**config.mk**
```make
export PLATFORM = sky130hd
export DESIGN_NAME = load_store_unit
export DESIGN_NICKNAME = d
export VERILOG_FILES = /design/src/rtl/load_store_unit.sv
export SDC_FILE = /design/constraint.sdc
export NUM_CORES = 1
export LEC_CHECK = 0
export BUFFER_PORTS_ARGS = -buffer_cell sky130_fd_sc_hd__buf_2
export CAP_MARGIN = 20
export CORE_MARGIN = 4
export CORE_UTILIZATION = 55
export DETAILED_ROUTE_END_ITERATION = 7
export PLACE_DENSITY = 0.86
export SLEW_MARGIN = 30
export SYNTH_ARGS = -nofsm -noshare
export SYNTH_HDL_FRONTEND = slang
export SYNTH_SLANG_ARGS = --single-unit
```
**constraint.sdc**
```tcl
create_clock -name Clk -period 13.74 [get_ports Clk]
set_clock_uncertainty 0.15 [all_clocks]
set_input_delay 2.748 -clock Clk [delete_from_list [all_inputs] [get_ports Clk]]
set_output_delay 2.748 -clock Clk [all_outputs]
set_load 0.02 [all_outputs]
```
**src/rtl/load_store_unit.sv**
```systemverilog
// Sequential load/store unit for a 64-byte word-oriented data memory.
// Sub-word stores are done as read-modify-write of the containing word.
module load_store_unit #(
  parameter int unsigned MEM_BYTES = 64
) (
  input  logic        Clk,
  input  logic        Rst,
  input  logic        ReqValid,
  output logic        ReqReady,
  input  logic        ReqWrite,
  input  logic [2:0]  Funct3,
  input  logic [31:0] Addr,
  input  logic [31:0] StoreData,
  output logic        RespValid,
  output logic [31:0] LoadData,
  output logic        Fault,
  output logic [31:0] MemAddress,
  output logic [31:0] MemWriteData,
  output logic        MemRead,
  output logic        MemWrite,
  input  logic [31:0] MemReadData
);

  typedef enum logic [2:0] {
    S_IDLE,
    S_LOAD,
    S_RMW_RD,
    S_RMW_WR,
    S_STORE,
    S_RESP
  } state_t;

  state_t      state_q, state_d;
  logic        write_q, write_d;
  logic [2:0]  funct3_q, funct3_d;
  logic [31:0] addr_q, addr_d;
  logic [31:0] sdata_q, sdata_d;
  logic [31:0] buf_q, buf_d;
  logic        fault_q, fault_d;

  logic        req_fault;
  logic [31:0] merged;
  logic [31:0] ext;
  logic [7:0]  sel_b;
  logic [15:0] sel_h;

  always_comb begin
    req_fault = 1'b0;
    if (Funct3 == 3'b011 || Funct3 == 3'b110 || Funct3 == 3'b111)
      req_fault = 1'b1;
    if (ReqWrite && Funct3[2])
      req_fault = 1'b1;
    if (Funct3[1:0] == 2'b01 && Addr[0])
      req_fault = 1'b1;
    if (Funct3 == 3'b010 && Addr[1:0] != 2'b00)
      req_fault = 1'b1;
    if (Addr > 32'(MEM_BYTES - 1))
      req_fault = 1'b1;
  end

  always_comb begin
    state_d  = state_q;
    write_d  = write_q;
    funct3_d = funct3_q;
    addr_d   = addr_q;
    sdata_d  = sdata_q;
    buf_d    = buf_q;
    fault_d  = fault_q;
    unique case (state_q)
      S_IDLE: begin
        if (ReqValid) begin
          write_d  = ReqWrite;
          funct3_d = Funct3;
          addr_d   = Addr;
          sdata_d  = StoreData;
          fault_d  = req_fault;
          if (req_fault)
            state_d = S_RESP;
          else if (!ReqWrite)
            state_d = S_LOAD;
          else if (Funct3 == 3'b010)
            state_d = S_STORE;
          else
            state_d = S_RMW_RD;
        end
      end
      S_LOAD: begin
        buf_d   = MemReadData;
        state_d = S_RESP;
      end
      S_RMW_RD: begin
        buf_d   = MemReadData;
        state_d = S_RMW_WR;
      end
      S_RMW_WR: state_d = S_RESP;
      S_STORE:  state_d = S_RESP;
      S_RESP:   state_d = S_IDLE;
      default:  state_d = S_IDLE;
    endcase
  end

  always_ff @(posedge Clk or posedge Rst) begin
    if (Rst) begin
      state_q  <= S_IDLE;
      write_q  <= 1'b0;
      funct3_q <= 3'b000;
      addr_q   <= 32'h0;
      sdata_q  <= 32'h0;
      buf_q    <= 32'h0;
      fault_q  <= 1'b0;
    end else begin
      state_q  <= state_d;
      write_q  <= write_d;
      funct3_q <= funct3_d;
      addr_q   <= addr_d;
      sdata_q  <= sdata_d;
      buf_q    <= buf_d;
      fault_q  <= fault_d;
    end
  end

  always_comb begin
    merged = buf_q;
    if (funct3_q[1:0] == 2'b00)
      merged[{addr_q[1:0], 3'b000} +: 8] = sdata_q[7:0];
    else
      merged[{addr_q[1], 4'b0000} +: 16] = sdata_q[15:0];
  end

  // Rst gates the strobes so an aborted store never reaches memory
  always_comb begin
    MemRead      = !Rst && (state_q == S_LOAD || state_q == S_RMW_RD);
    MemWrite     = !Rst && (state_q == S_STORE || state_q == S_RMW_WR);
    MemAddress   = 32'h0;
    MemWriteData = 32'h0;
    if (MemRead || MemWrite)
      MemAddress = {addr_q[31:2], 2'b00};
    if (MemWrite)
      MemWriteData = (state_q == S_STORE) ? sdata_q : merged;
  end

  always_comb begin
    sel_b = buf_q[{addr_q[1:0], 3'b000} +: 8];
    sel_h = buf_q[{addr_q[1], 4'b0000} +: 16];
    ext   = 32'h0;
    unique case (funct3_q)
      3'b000:  ext = {{24{sel_b[7]}}, sel_b};
      3'b001:  ext = {{16{sel_h[15]}}, sel_h};
      3'b010:  ext = buf_q;
      3'b100:  ext = {24'h0, sel_b};
      3'b101:  ext = {16'h0, sel_h};
      default: ext = 32'h0;
    endcase
  end

  assign ReqReady  = (state_q == S_IDLE);
  assign RespValid = (state_q == S_RESP);
  assign Fault     = RespValid && fault_q;
  assign LoadData  = (RespValid && !write_q && !fault_q) ? ext : 32'h0;

endmodule

```
[Word-level counts from Yosys, hierarchy flattened]
Cells that the tools add are included.
W data, S select, Z words.
Cells by class
  reductions and logical operators: 23
  eq/ne operators: 15
  mux-type cells: 18
  add/sub/neg operators: 2
  shift operators: 6
  magnitude comparators: 1
Operators by type and width (number)
  $mux W32: 5
  $pmux W32 S5: 1
  $bwmux W32: 2
  $gt A32 B6 Y1 const B: 1
  $shift A16 B7 Y32 const A: 1
  $shift A8 B7 Y32 const A: 1
  $shiftx A16 B7 Y32: 1
  $shiftx A32 B6 Y16: 1
  $shiftx A32 B6 Y8: 1
  $shiftx A8 B7 Y32: 1
  $eq A3 B3 Y1 const B: 6
  $eq A3 B2 Y1 const B: 5
  $neg A5 Y7: 2
  $mux W3: 4
  $pmux W3 S3: 1
  $logic_and A1 B1 Y1: 8
  $eq A3 B1 Y1 const B: 2
  $logic_not A3 Y1: 2
  $logic_or A1 B1 Y1: 5
  $mux W1: 5
  $logic_not A1 Y1: 3
  $reduce_or A3 Y1: 1
  $eq A2 B1 Y1 const B: 1
  $logic_not A2 Y1: 1
  other kinds (4): 4
Storage, ports and cells
  word-level logic and storage cells: 72
  input port bits: 103
  register bits after elaboration: 104

[Logic depth before layout (Yosys ltp)]
  depth in word-level cells: 11
  depth in mapped cells: 9
  gate-level depth less buffers: 6

[Worst setup path after synthesis]
Ideal clock, no wire load.
  path kind: input to output
  from: input port Rst
  to: output port MemWriteData[19]
  cell stages on the path: 4
  arrival: 6.109 ns
  path buffers: 1
  slack: 4.733 ns
  path through: inv_1 o21ai_2 clkbuf_1 nor3_1
Between the ends
  word-level cells in the longest chain between the ends: 3
RTL lines
  start: declaration: RTL line 7  | input logic Rst,
  $logic_not A1 Y1: RTL line 133  | MemWrite = !Rst && (state_q == S_STORE || state_q == S_RMW_WR);
  $logic_and A1 B1 Y1: RTL line 133
  $mux W32: RTL line 138  | if (MemWrite)
  end: declaration: RTL line 18  | output logic [31:0] MemWriteData,
Every way passes these cells.

[Worst setup path after layout]
  from: input port Rst
  to: output port MemAddress[8]
Between the ends
  word-level cells in the longest chain between the ends: 4
RTL lines
  $logic_not A1 Y1 (*): RTL line 132, 133
  $logic_and A1 B1 Y1, on equally long branches: RTL line 132, 133
  $logic_or A1 B1 Y1 (*): RTL line 136  | if (MemRead || MemWrite)
  $mux W32 (*): RTL line 136
  end: declaration: RTL line 17  | output logic [31:0] MemAddress,
Mark *: on every way between the ends. The rest lies on a longest branch, timed or not.

==> metrics <==
Reg2Reg Capture Point=sdata_q[21]; CP Capture Type=output pin; leakage power summed over all cells=0.00333 uW; cell breakdown of the critical path=buf_2 > inv_4 > o21ai_2 > buf_4 > nor2b_4 > nor2b_1 > buf_2; YS warnings=0; number of top-level design ports=204; router iterations before antenna repair=7; sort of element at the start of the critical path=input port; post-route fraction of the period consumed by the critical path=0.538; clk buf depth=2; routability-driven placement congestion ratio=0.984; sequential standard cell area=0.00260 mm2; site row count=37; worst relative slew slack=0.360; share of synthesized flip-flops with an asynchronous set or reset=1.00; wire length of the first global-routing pass=27.7 mm; overall track demand over capacity in global routing=0.272; antenna cell count=0; cell count after synthesis=552; worst setup slack after layout=6.35 ns; post-route antenna net violation count=0; growth of design area from synthesis to finish=20.1%; cell at the slowest stage of the critical path=sky130_fd_sc_hd__nor2b_4; hold worst-path end=addr_q[23]; average wire per cell in the routed design=19.6 um; hold buffer count at CTS=0; total buffers and inverters traversed by the critical path=4; gate family responsible for the most delay along the worst path=buffers and inverters; number of violations reported at the end of detailed-routing iteration 0=467; number of gates resized after cts=0; beginning of the worst register-to-register path=state_q[2]; detail-routed via count per cell=6.05; maximum fanout along the worst path=37; number of setup violations in the final report=0; commonest non-fill, non-tap cell in the layout=sky130_fd_sc_hd__buf_2; DR WL met2=8.22 mm; Sum Neg Setup Slack=0 ns; register bit count reported by yosys=104; required arrival time at the worst endpoint=10.84 ns; Top cell by count, worst path=sky130_fd_sc_hd__buf_2; Die Ht=112 um; worst reg-to-reg path cell count=4; distinct cell type count after synthesis=51; number of max-slew violations in the final report=0; slew at the pin closest to its max-slew limit=0.959 ns; insertion delay of the later-clocked pin in the worst-skew pair=0.37 ns; post-synthesis cell area=0.00600 mm2; most used flip-flop cell after synthesis=sky130_fd_sc_hd__dfrtp_1; WL met3=1.50 mm; Die ar.=0.0126 mm2; Post-Place Setup Slack=5.94 ns; topmost layer with routed signal wires=met4; PwrDens=239 mW/mm2; average cell area after synthesis=10.9 um2; area used by multi-input combinational logic=0.00316 mm2; unrepaired setup endpoints after global routing=false; slowest cell delay on critical path=0.64 ns; post-CTS setup buffer count=0; effective utilization at floorplan=0.573; clk root buf=sky130_fd_sc_hd__clkbuf_8; critical setup path kind=in2out; EDFF count, synth=0; maximum number of pins on one net before global-route repair=70; number of I/O port buffers=201; CP Data Arrival Time=4.49 ns; most frequent cells in the layout=sky130_fd_sc_hd__buf_2 (201), sky130_fd_sc_hd__mux2_2 (106), sky130_fd_sc_hd__dfrtp_1 (104); clock buffers created by TritonCTS=9; post-synthesis sequential area ratio=0.434; Sinks on Clock Net=104; metal1 wirelength=6.81 mm; Max-cap violations=0; H-tree levels=3; final number of hold-violating endpoints=0; Hold Path Origin=addr_q[23]; worst ir drop on vdd=111 uV; final WL=17.1 mm; TritonCTS clock tree=yes; gr ovfl total=0; reg-to-reg setup timing slack=11.05 ns; net total in the final layout=839; class of the most critical hold timing path=reg2reg; max frequency=0.135 GHz; number of global-route vias before repair=5431; Hold Path Cell Cnt=1; Floorplan Core Area=0.0105 mm2; HPWL after detailed placement=12.9 mm; outcome=finished clean; final critical delay including setup and external delays=7.39 ns; number of remaining DRC errors=0; die boundary width=112 um; share of layout cells above drive strength 1=0.485; filler instances=829; initial antenna violation count=0; via count=5272; clk slew on worst S/H paths=0.10 ns
-- layer usage --
metal	vias up	track usage
met1	2534	0.347
met3	60	0.0717
met2	288	0.443
met5	-	0
li1	2390	-
met4	0	0.106
-- power by group --
group          switching [uW]  leakage (uW)  internal (uW)
clock network             106     0.0000966           90.6
registers                 203       0.00123            460
logic                     457       0.00201            405
total                     766       0.00333            956
-- registers in the layout, indices dropped and copies added (netlist names) --
name      flops
state_q       3
buf_q        32
sdata_q      32
funct3_q      3
fault_q       1
write_q       1
addr_q       32
-- metrics by stage --
stage	util	instance area (um2)	hold WS (ns)	instances	power (uW)
after floorplan	-	6000	0.323	553	1280
final	0.688	7200	0.364	872	1720
after global placement	0.668	6990	0.337	856	1480
after global routing	0.688	7200	0.381	872	1840
after CTS	0.688	7200	0.370	872	1710
after detailed placement	0.668	6990	0.340	856	1510
-- final cells by class --
type,count,share of cell area
multi-input cells,404,0.438
flip-flops and latches,104,0.361
clock inverters,5,0.00869
inverters,6,0.00347
well taps,136,0.0236
clock buffers,11,0.0196
repair buffers,206,0.145
-- worst max-delay path by stage --
stage,cells past startpoint,from,slack [ns],endpoint
6_report,7,Rst,6.35,MemAddress[8]
5_1_grt,7,Rst,6.18,MemAddress[8]
4_1_cts,7,Rst,5.94,MemAddress[20]
3_5_place_dp,7,Rst,5.94,MemAddress[20]
3_3_place_gp,7,Rst,6.16,MemAddress[3]
2_1_floorplan,4,Rst,4.73,MemWriteData[19]
-- cell families (layout without fill, tap and decap cells) --
family / Yosys count / after routing / share of synthesized area
multiplexers: 116 / 116 / 0.216
other: 1 / 2 / 0.000625
XOR/XNOR: 1 / 1 / 0.00146
buffers and inverters: 45 / 228 / 0.0419
AND/OR/NAND/NOR: 153 / 153 / 0.138
adder cells (fa/ha/maj): 5 / 5 / 0.0104
flip-flops: 104 / 104 / 0.434
AO/OA/AOI/OAI: 127 / 127 / 0.158
-- cell usage after synthesis, drive strengths merged (5+ instances only) --
cell type  number  area share
buf            31       0.033
a211o           9       0.013
ha              5       0.010
nor4            8      0.0083
clkbuf          8      0.0050
a22oi          18       0.023
o21ai          15       0.013
nor2b          32       0.033
dfrtp         104        0.43
a21oi          43       0.038
mux2          106        0.20
nand2          34       0.021
a222oi          7       0.012
nor3           16       0.018
a211oi          9       0.018
nor3b           5       0.012
mux2i          10       0.017
inv             6      0.0038
a221oi         16       0.023
nor2           44       0.028
-- worst reg2reg max path, stage by stage (launching register included) --
cell,delay [ns]
sky130_fd_sc_hd__dfrtp_1,0.50
sky130_fd_sc_hd__nor3_2,0.31
sky130_fd_sc_hd__and2_2,0.61
sky130_fd_sc_hd__buf_4,0.59
sky130_fd_sc_hd__mux2_2,0.41
No activity file was read; power rests on OpenSTA's default activity.
